[config.mk]
export PLATFORM = sky130hd
export DESIGN_NAME = ct_ifu_sfp_updt_ctrl
export DESIGN_NICKNAME = d
export VERILOG_FILES = /design/src/rtl/ct_ifu_sfp_updt_ctrl.sv
export SDC_FILE = /design/constraint.sdc
export NUM_CORES = 1
export LEC_CHECK = 0
export ABC_AREA = 0
export CORE_MARGIN = 5
export CORE_UTILIZATION = 50
export DETAILED_ROUTE_END_ITERATION = 8
export DONT_BUFFER_PORTS = 1
export GPL_TIMING_DRIVEN = 1
export PLACE_DENSITY = 0.67
export SYNTH_ARGS = -nofsm -noshare
export SYNTH_HDL_FRONTEND = slang
export SYNTH_SLANG_ARGS = --single-unit
[constraint.sdc]
create_clock -name forever_cpuclk -period 3.4 [get_ports forever_cpuclk]
set_clock_uncertainty 0.2 [all_clocks]
set_input_delay 0.68 -clock forever_cpuclk [delete_from_list [all_inputs] [get_ports forever_cpuclk]]
set_output_delay 0.68 -clock forever_cpuclk [all_outputs]
set_load 0.05 [all_outputs]
[src/rtl/ct_ifu_sfp_updt_ctrl.sv]
`default_nettype none
// ============================================================================
// Module      : ct_ifu_sfp_updt_ctrl
// Description : Update sequencer for the IFU SFP predictor table.
//               Arbitrates between allocation of a new sf/bar PC pair and
//               counter training of an existing entry. It also picks the
//               victim entry on allocation and drives the shared per-entry
//               write bus. The sf PC and bar PC share write-data field
//               [15:4], so an allocation takes two back-to-back writes.
// Ports       : forever_cpuclk / cpurst_b      clock, sync active-low reset
//               cp0_ifu_nsfe, sfp_vl_pred_en   SFP enables (OR-ed)
//               alloc_*                        allocation request/handshake
//               train_*                        training request/handshake
//               entry_cnt_all                  2-bit counter per entry
//               entry_clk_en_x/_write_en_x     one-hot per-entry enables
//               entry_*_updt_bit               field update selects
//               entry_write_data               {type,hi[7:0],pc[11:0],op[3:0]}
//               sfp_ctrl_busy                  sequencer not idle
// Revision    : 1.0 - initial release
// ============================================================================
module ct_ifu_sfp_updt_ctrl #(
    parameter int ENTRY_NUM = 8,
    parameter int PTR_W     = 3
) (
    input  logic                   forever_cpuclk,
    input  logic                   cpurst_b,
    input  logic                   cp0_ifu_nsfe,
    input  logic                   sfp_vl_pred_en,
    input  logic                   alloc_vld,
    output logic                   alloc_rdy,
    input  logic                   alloc_type,
    input  logic [7:0]             alloc_hi_pc,
    input  logic [11:0]            alloc_sf_pc,
    input  logic [11:0]            alloc_bar_pc,
    input  logic                   train_vld,
    output logic                   train_rdy,
    input  logic [ENTRY_NUM-1:0]   train_hit_idx,
    input  logic [3:0]             train_op,
    input  logic                   train_type,
    input  logic [2*ENTRY_NUM-1:0] entry_cnt_all,
    output logic [ENTRY_NUM-1:0]   entry_clk_en_x,
    output logic [ENTRY_NUM-1:0]   entry_write_en_x,
    output logic                   entry_sf_pc_updt_bit,
    output logic                   entry_bar_pc_updt_bit,
    output logic                   entry_cnt_updt_bit,
    output logic [24:0]            entry_write_data,
    output logic                   sfp_ctrl_busy
);

    typedef enum logic [1:0] {
        IDLE   = 2'd0,
        WR_SF  = 2'd1,
        WR_BAR = 2'd2,
        WR_CNT = 2'd3
    } state_t;

    localparam logic [3:0]           c_OP_SF_INIT = 4'b0010;
    localparam logic [PTR_W-1:0]     c_PTR_LAST   = PTR_W'(ENTRY_NUM - 1);
    localparam logic [ENTRY_NUM-1:0] c_ONE        = ENTRY_NUM'(1);

    state_t                 r_state;
    logic [PTR_W-1:0]       r_rr_ptr;
    logic                   r_alloc_type;
    logic [7:0]             r_alloc_hi_pc;
    logic [11:0]            r_alloc_sf_pc;
    logic [11:0]            r_alloc_bar_pc;
    logic [ENTRY_NUM-1:0]   r_victim_oh;
    logic [ENTRY_NUM-1:0]   r_train_idx;
    logic [3:0]             r_train_op;
    logic                   r_train_type;

    logic                   w_sfp_en;
    logic                   w_train_acc;
    logic                   w_alloc_acc;
    logic                   w_zero_found;
    logic [PTR_W-1:0]       w_zero_idx;
    logic [PTR_W-1:0]       w_victim_idx;
    logic [ENTRY_NUM-1:0]   w_victim_oh;

    assign w_sfp_en = cp0_ifu_nsfe | sfp_vl_pred_en;

    // Handshakes are held low while reset is asserted, even before the
    // first reset edge has cleared the state register.
    assign train_rdy   = cpurst_b & (r_state == IDLE) & w_sfp_en;
    assign alloc_rdy   = train_rdy & ~train_vld;
    assign w_train_acc = train_vld & train_rdy;
    assign w_alloc_acc = alloc_vld & alloc_rdy;

    // Lowest-index entry with a zero counter. Scanning from the top down
    // lets the lowest match overwrite any higher one.
    always_comb begin
        w_zero_found = 1'b0;
        w_zero_idx   = '0;
        for (int i = ENTRY_NUM - 1; i >= 0; i--) begin
            if (entry_cnt_all[2*i +: 2] == 2'b00) begin
                w_zero_found = 1'b1;
                w_zero_idx   = PTR_W'(i);
            end
        end
    end

    assign w_victim_idx = w_zero_found ? w_zero_idx : r_rr_ptr;
    assign w_victim_oh  = c_ONE << w_victim_idx;

    always_ff @(posedge forever_cpuclk) begin
        if (!cpurst_b) begin
            r_state        <= IDLE;
            r_rr_ptr       <= '0;
            r_alloc_type   <= 1'b0;
            r_alloc_hi_pc  <= '0;
            r_alloc_sf_pc  <= '0;
            r_alloc_bar_pc <= '0;
            r_victim_oh    <= '0;
            r_train_idx    <= '0;
            r_train_op     <= '0;
            r_train_type   <= 1'b0;
        end else begin
            case (r_state)
                IDLE: begin
                    if (w_train_acc) begin
                        r_state      <= WR_CNT;
                        r_train_idx  <= train_hit_idx;
                        r_train_op   <= train_op;
                        r_train_type <= train_type;
                    end else if (w_alloc_acc) begin
                        r_state        <= WR_SF;
                        r_alloc_type   <= alloc_type;
                        r_alloc_hi_pc  <= alloc_hi_pc;
                        r_alloc_sf_pc  <= alloc_sf_pc;
                        r_alloc_bar_pc <= alloc_bar_pc;
                        r_victim_oh    <= w_victim_oh;
                        // The pointer only moves past the entry it names
                        // once that entry has actually been taken.
                        if (w_victim_idx == r_rr_ptr) begin
                            r_rr_ptr <= (r_rr_ptr == c_PTR_LAST) ? '0
                                                                 : r_rr_ptr + 1'b1;
                        end
                    end
                end
                WR_SF:   r_state <= WR_BAR;
                WR_BAR:  r_state <= IDLE;
                WR_CNT:  r_state <= IDLE;
                default: r_state <= IDLE;
            endcase
        end
    end

    always_comb begin
        entry_write_en_x      = '0;
        entry_sf_pc_updt_bit  = 1'b0;
        entry_bar_pc_updt_bit = 1'b0;
        entry_cnt_updt_bit    = 1'b0;
        entry_write_data      = '0;
        case (r_state)
            WR_SF: begin
                // First allocation write also seeds the counter.
                entry_write_en_x     = r_victim_oh;
                entry_sf_pc_updt_bit = 1'b1;
                entry_cnt_updt_bit   = 1'b1;
                entry_write_data     = {r_alloc_type, r_alloc_hi_pc,
                                        r_alloc_sf_pc, c_OP_SF_INIT};
            end
            WR_BAR: begin
                entry_write_en_x      = r_victim_oh;
                entry_bar_pc_updt_bit = 1'b1;
                entry_write_data      = {r_alloc_type, r_alloc_hi_pc,
                                         r_alloc_bar_pc, 4'b0000};
            end
            WR_CNT: begin
                // Index and op pass through untouched; a zero index is a
                // silent drop and odd ops are resolved by the entries.
                entry_write_en_x   = r_train_idx;
                entry_cnt_updt_bit = 1'b1;
                entry_write_data   = {r_train_type, 20'b0, r_train_op};
            end
            default: ;
        endcase
    end

    assign entry_clk_en_x = entry_write_en_x;
    assign sfp_ctrl_busy  = (r_state != IDLE);

endmodule
`default_nettype wire

# Yosys cells after proc, flatten, opt, wreduce, memory -nomap -nowiden
# Index checks and enable logic that the tools add are counted.
# W data, S select, Z words.
op_classes:
  muxes: 26
  add_sub_neg: 1
  reduce_logical: 16
  eq_ne: 6
  bitwise: 8
  n_shift: 1
ops:
  columns: ["op", "n"]
  rows:
  - ["$pmux W25 S3", 1]
  - ["$mux W3", 10]
  - ["$logic_not A2 Y1", 9]
  - ["$pmux W8 S2", 1]
  - ["$mux W1", 11]
  - ["$shl A1 B3 Y8 const A", 1]
  - ["$pmux W2 S3", 1]
  - ["$reduce_or A2 Y1", 3]
  - ["$and A1 B1 Y1", 5]
  - ["$eq A2 B2 Y1 const B", 2]
  - ["$mux W2", 2]
  - ["$reduce_and A4 Y1", 1]
  - ["$add A3 B1 Y3 const B", 1]
  - ["$eq A3 B3 Y1", 1]
  - ["$eq A3 B3 Y1 const B", 1]
  - ["$ne A3 B3 Y1 const B", 1]
  - ["$reduce_and A3 Y1", 1]
  - ["$eq A2 B1 Y1 const B", 1]
  - ["$not A1 Y1", 2]
  - ["$reduce_and A2 Y1", 1]
  - ["$reduce_bool A2 Y1", 1]
  - ["$or A1 B1 Y1", 1]
word_totals:
  input_bits: 68
  regBits: 59
  wordCells: 68

# Logic depth before layout (Yosys ltp)
# Gate-level depths: netlist (run 1).
logic_depth:
  ltp_word: 12
  depth_mapped: 9
  ltp_nobuf: 9

# Least setup slack after synthesis (run 1)
# Ideal clock, no wire load.
synth_timing:
  kind: "reg2out"
  startpoint: "register r_state[0]"
  endpoint: "output entry_write_data[10]"
  stages_incl_launch_ff: 6
  arrival_time_ps: 2070
  required_time_ps: 2520
  path_slack_ps: 450
  cell_sequence: "dfxtp_1 -> inv_1 -> ha_1 -> buf_1 -> a22oi_1 -> nor2_1"
synth_between:
  elab_chain_len: 2
  word_cells_on_any_way: 4
  classes_between: "eq/ne (3); mux (1)"
synth_lines:
  columns: ["element", "line_no", "text"]
  rows:
  - ["start, declared", "61", "state_t r_state;"]
  - ["start signal, assigned", "107", "r_state <= IDLE;"]
  - ["start signal, assigned", "121", "r_state <= WR_CNT;"]
  - ["start signal, assigned", "126", "r_state <= WR_SF;"]
  - ["$eq A2 B2 Y1 / $eq A2 B1 Y1 (equally long branches)", "154", "case (r_state)"]
  - ["$pmux W25 S3 *", "154", null]
  - ["end, declared", "46", "output logic [24:0] entry_write_data,"]
# Every way passes the cells marked *; elsewhere a longest branch is shown, timed or not.

# Final worst setup path (run 1)
layout_timing:
  startpoint: "register r_state[1]"
  endpoint: "output entry_write_data[16]"
# Same word-level chain as after synthesis.

==> flow_metrics.tcl, run 1 <==
set metrics [dict create \
    outcome "complete, no violations" \
    ys_types 40 \
    dr.pass1.iters 4 \
    diodes 0 \
    detail_route.wl_per_cell_um 14.88 \
    cts_hold_buf 0 \
    initial_core_util 0.5073 \
    drive_above_1_share 0.1633 \
    ys_ff_latch 59 \
    die_area_um2 7537 \
    synth-edff-count 0 \
    worst_slew_pin_slew_ns 0.9806 \
    grt_max_degree 62 \
    die_h_um 86.82 \
    power_density_nw_per_um2 607.8 \
    cp.required_ns 2.52 \
    grt_pass1_vias 2564 \
    routed_wl_mm 6.947 \
    holdWs_ns 0.2457 \
    die_w_um 86.82 \
    rrSetupSlack_ns 0.59 \
    crit_path_start_kind "flip-flop" \
    tritoncts "done" \
    drv_slew 0 \
    cts_resized 0 \
    p_leak_nw 1.333 \
    netlist_instances 374 \
    core.rowCount 28 \
    cts_sinks 59 \
    synth-main-ff-cell "dfxtp_1" \
    rsz0062_at_grt "no" \
    clock_tree.htree_level_count 3 \
    clock-root-buffer "clkbuf_8" \
    dr_total_vias 2534 \
    seqCellArea_um2 1181 \
    nets 464 \
    multi_input_area_um2 1625 \
    yosys_warnings 0 \
    finalHoldViolations 0 \
    setup_tns_ns 0 \
    ctsLongestPathBuffers 2 \
    drc 0 \
    vias_per_cell 5.426 \
    synthArstFlopShare 0 \
    finalSetupViolations 0 \
    overflow 0 \
    finalCritPeriodShare 0.9132 \
    cts_made_buffers 9 \
    syn_nets 449 \
    synth-seq-area-share 0.4003 \
    cp_max_fo 17 \
    min_period_ns 3.105 \
    critPathKind "reg2out" \
    grt.total_usage 0.1915 \
    avgSynthCellArea_um2 7.889 \
    syn2layout_area_growth_pct 18.45 \
    endpoint_kind "output pin" \
    post_cts_buffers 0 \
    synth_area_um2 2950 \
    portBuffers 0 \
    hpwl_mm 4.972 \
    max_slew_margin 0.3419 \
    fmax_mhz 322.1 \
    initialDrtViolationCount 45 \
    worstHoldPathType "in2reg" \
    max_cap_violations 0 \
    clk-insertion-delay-late_ns 0.33 \
    cp_data_arrival_time_ns 2.22 \
    grt_pass1_wl_mm 11.37 \
    vdd_drop_max_uv 421.3 \
    gp_congestion 0.7702 \
    antenna_found_initial 0 \
    fillers 571 \
    ios 115 \
    fp.coreArea_um2 5816 \
    clkTransAtPathRegs_ns 0.06 \
    antenna_left 0 \
]
==> per-stage QoR <==
step           cells  setup slack [ns]    util  cell area [µm²]  power, mW
3_3_place_gp     453            0.6348  0.5665             3294      1.486
4_1_cts          467            0.1993  0.6009             3495      2.148
5_1_grt          467           0.06008  0.6009             3495      2.242
3_5_place_dp     453            0.5658  0.5665             3294      1.496
6_report         467            0.2952  0.6009             3495      2.124
2_1_floorplan    374            0.4501       -             2950      1.354
==> cell type report <==
type / count / area share
clock buffer: 12 / 0.04726
clock inverter: 2 / 0.01003
inverter: 7 / 0.007519
multi-input combinational: 278 / 0.4651
sequential: 59 / 0.3380
tap: 75 / 0.02685
timing repair buffer: 34 / 0.1053
==> routing by layer <==
| layer | up-vias | GRT usage | wire [µm] |
|---|---|---|---|
| met4 | 0 | 0.08782 | 124 |
| li1 | 1290 | - | - |
| met5 | - | 0 | 0 |
| met1 | 1147 | 0.2319 | 3007 |
| met3 | 10 | 0.05608 | 529 |
| met2 | 87 | 0.3119 | 3286 |
==> critical path, cell delays in order (launching register included) <==
cell	delay, ns
dfxtp_1	0.42
inv_1	0.11
ha_1	0.40
nor2_1	0.54
and2_1	0.27
buf_12	0.15
==> cells by family after synthesis <==
kind of cell	synth area share
compound gates	0.2345
fa+ha+maj	0.02968
buf+inv	0.05767
flops	0.4003
mux	0.01696
simple gates	0.2608
==> power breakdown <==
group          total (mW)  leakage [nW]  internal [mW]  switching (mW)
combinational       0.683         0.750          0.171           0.512
sequential          0.793         0.479          0.754          0.0383
clock               0.648         0.104          0.389           0.259
==> placed cells by master (no fill, tap or decap), types with 2 or more instances in the layout <==
cell	count
a21boi_0	34
nor2b_1	8
inv_1	6
ha_1	7
a32oi_1	2
mux2i_1	5
clkbuf_8	12
o21ai_0	6
o22ai_1	3
a21oi_1	3
nand2_1	104
buf_4	25
dfxtp_1	59
buf_12	9
o22a_1	5
nand2b_1	2
nand3_1	15
a22oi_1	22
nor2_2	8
nor2_1	20
and2_1	15
==> registers in the layout, summed over array words and instances (netlist names) <==
register / count
r_victim_oh: 8
r_alloc_type: 1
r_rr_ptr: 3
r_alloc_sf_pc: 12
r_train_op: 4
r_alloc_hi_pc: 8
r_train_type: 1
r_train_idx: 8
r_state: 2
r_alloc_bar_pc: 12
==> path summary, 6_finish.rpt <==
kind | from | end | depth (start not counted)
max | r_state[1] | entry_write_data[16] | 5
min | train_op[1] | r_train_op[1] | 2
max reg2reg | r_state[0] | r_victim_oh[4] | 9
min reg2reg | r_train_op[0] | r_train_op[0] | 2
==> synth_stat cells, types with 2 or more instances <==
cell / count / area share
inv_1: 6 / 0.0076
a21oi_1: 3 / 0.0051
clkbuf_1: 20 / 0.025
nand2b_1: 2 / 0.0042
nor2b_1: 8 / 0.017
buf_4: 8 / 0.020
and2_1: 15 / 0.032
mux2i_1: 5 / 0.017
dfxtp_1: 59 / 0.40
nand2_1: 104 / 0.13
nand3_1: 15 / 0.025
o21ai_0: 7 / 0.012
ha_1: 7 / 0.030
a22oi_1: 22 / 0.056
a32oi_1: 2 / 0.0059
o22a_1: 5 / 0.015
o22ai_1: 3 / 0.0064
a21boi_0: 34 / 0.087
nor2_1: 28 / 0.036
Note: power is estimated with default switching activity, not from simulation.
==> inputs of run 2 (changes only) <==
--- a/config.mk
+++ b/config.mk
@@ -11,7 +11,6 @@
 export DETAILED_ROUTE_END_ITERATION = 8
 export DONT_BUFFER_PORTS = 1
 export GPL_TIMING_DRIVEN = 1
-export PLACE_DENSITY = 0.67
 export SYNTH_ARGS = -nofsm -noshare
 export SYNTH_HDL_FRONTEND = slang
 export SYNTH_SLANG_ARGS = --single-unit
==> constraint.sdc (replaced) <==
create_clock -name forever_cpuclk -period 3.9 [get_ports forever_cpuclk]
set_clock_uncertainty 0.2 [all_clocks]
set_input_delay 0.78 -clock forever_cpuclk [delete_from_list [all_inputs] [get_ports forever_cpuclk]]
set_output_delay 0.78 -clock forever_cpuclk [all_outputs]
set_load 0.05 [all_outputs]
==> run 2 against run 1 <==
  * Total power shrank 13%
  * Setup slack better by 0.26 ns
  * Register-to-register slack improved by 0.25 ns
  * Sequential share of layout area is 1.8 points higher
  * Largest cell class unchanged
  * Wire length grew 2.9%
  * Non-clock buffer count shrank 9
==> flow_metrics.tcl, run 2 (same netlist as run 1, synthesis figures left out) <==
set metrics [dict create \
    outcome "complete, no violations" \
    grt.total_usage 0.1963 \
    ios 115 \
    p_leak_nw 1.253 \
    finalHoldViolations 0 \
    die_w_um 86.82 \
    crit_path_start_kind "flip-flop" \
    power_frac_comb 0.323 \
    initial_core_util 0.5073 \
    ctsLongestPathBuffers 2 \
    p_total_mw 1.847 \
    layout_commonest_cell "nand2_1" \
    cts_made_buffers 9 \
    cp_data_arrival_time_ns 2.36 \
    clock_tree.htree_level_count 3 \
    power.share.sequential 0.375 \
    cts_sinks 59 \
    layout_common_cells "nand2_1 (104), dfxtp_1 (59), a21boi_0 (34), buf_4 (25), a22oi_1 (22)" \
    post_cts_buffers 0 \
    die_area_um2 7537 \
    tritoncts "done" \
    power_density_nw_per_um2 557.0 \
    endpoint_kind "output pin" \
    cts_hold_buf 0 \
    portBuffers 0 \
    clkTransAtPathRegs_ns 0.07 \
    p_sw_mw 0.7225 \
    p_clk_frac 0.301 \
    worstHoldPathType "reg2reg" \
    vdd_drop_max_uv 336.6 \
    drive_above_1_share 0.1458 \
    antenna_found_initial 0 \
    cts_resized 0 \
    max_cap_violations 0 \
    critPathKind "reg2out" \
    gp_congestion 0.7626 \
    nets 455 \
    setup_tns_ns 0 \
    clk-insertion-delay-late_ns 0.33 \
    reg_top3 "r_alloc_bar_pc x12, r_alloc_sf_pc x12" \
    dr_total_vias 2509 \
    max_slew_margin 0.3222 \
    rsz0062_at_grt "no" \
    fp.coreArea_um2 5816 \
    routed_wl_mm 7.150 \
    grt_max_degree 62 \
    grt_pass1_vias 2561 \
    cp.required_ns 2.92 \
    clock-root-buffer "clkbuf_8" \
    finalCritPeriodShare 0.8565 \
    finalSetupViolations 0 \
    drc 0 \
    core.rowCount 28 \
    initialDrtViolationCount 78 \
    drv_slew 0 \
    min_period_ns 3.340 \
    overflow 0 \
    fmax_mhz 299.4 \
    rrSetupSlack_ns 0.84 \
    vias_per_cell 5.466 \
    p_int_mw 1.124 \
    die_h_um 86.82 \
    antenna_left 0 \
    swShare 0.3912 \
    hpwl_mm 5.004 \
    detail_route.wl_per_cell_um 15.58 \
    dr.pass1.iters 4 \
    holdWs_ns 0.2530 \
    cp_max_fo 17 \
    grt_pass1_wl_mm 11.67 \
    diodes 0 \
    worst_slew_pin_slew_ns 1.010 \
    syn2layout_area_growth_pct 12.38 \
]
[run 2: cell types whose count changed in the layout (fill, tap and decap cells not counted)]
cell	before	now
clkbuf_8	12	11
clkinvlp_4	0	2
buf_12	9	0
[run 2: final cells by class]
| cell class | instances | area, µm² |
|---|---|---|
| clock buffer | 11 | 151.4 |
| clock inverter | 4 | 50.05 |
| fill | 576 | 2500 |
| inverter | 7 | 26.28 |
| multi-input combinational | 278 | 1625 |
| sequential | 59 | 1181 |
| tap | 75 | 93.84 |
| timing repair buffer | 25 | 187.7 |
[run 2: critical path, cell delays in order (launching register included)]
cell and delay [ns]:
dfxtp_1 0.43, inv_1 0.12, ha_1 0.41, nor2_1 0.53, a22o_1 0.54
[run 2: per-layer routing]
| metal | up-vias | part of all wire | GRT usage |
|---|---|---|---|
| met2 | 82 | 0.48 | 0.3278 |
| li1 | 1272 | - | - |
| met1 | 1143 | 0.44 | 0.2356 |
| met5 | - | 0 | 0 |
| met3 | 12 | 0.068 | 0.05894 |
| met4 | 0 | 0.017 | 0.07649 |
[run 2: through the flow]
step	util	instances	area (µm²)	worst slack (ns)
after CTS	0.5701	459	3316	0.5196
after global routing	0.5701	459	3316	0.3722
after floorplan	-	374	2950	0.8501
after detailed placement	0.5355	444	3114	0.8606
after global placement	0.5355	444	3114	0.9655
final	0.5701	459	3316	0.5596
[run 2: power groups by stage]
stage	clock network [mW]	logic [mW]	registers, mW
2_1_floorplan	0	0.485	0.696
3_3_place_gp	0	0.590	0.704
3_5_place_dp	0	0.601	0.706
4_1_cts	0.570	0.602	0.693
5_1_grt	0.604	0.650	0.698
6_report	0.557	0.597	0.693
[run 2: path summary, 6_finish.rpt]
path                       from              endpoint  cells past startpoint
hold / removal    r_train_op[3]         r_train_op[3]                      2
hold reg to reg   r_train_op[3]         r_train_op[3]                      2
setup reg to reg     r_state[1]           r_rr_ptr[1]                     10
setup / recovery     r_state[1]  entry_write_data[24]                      4
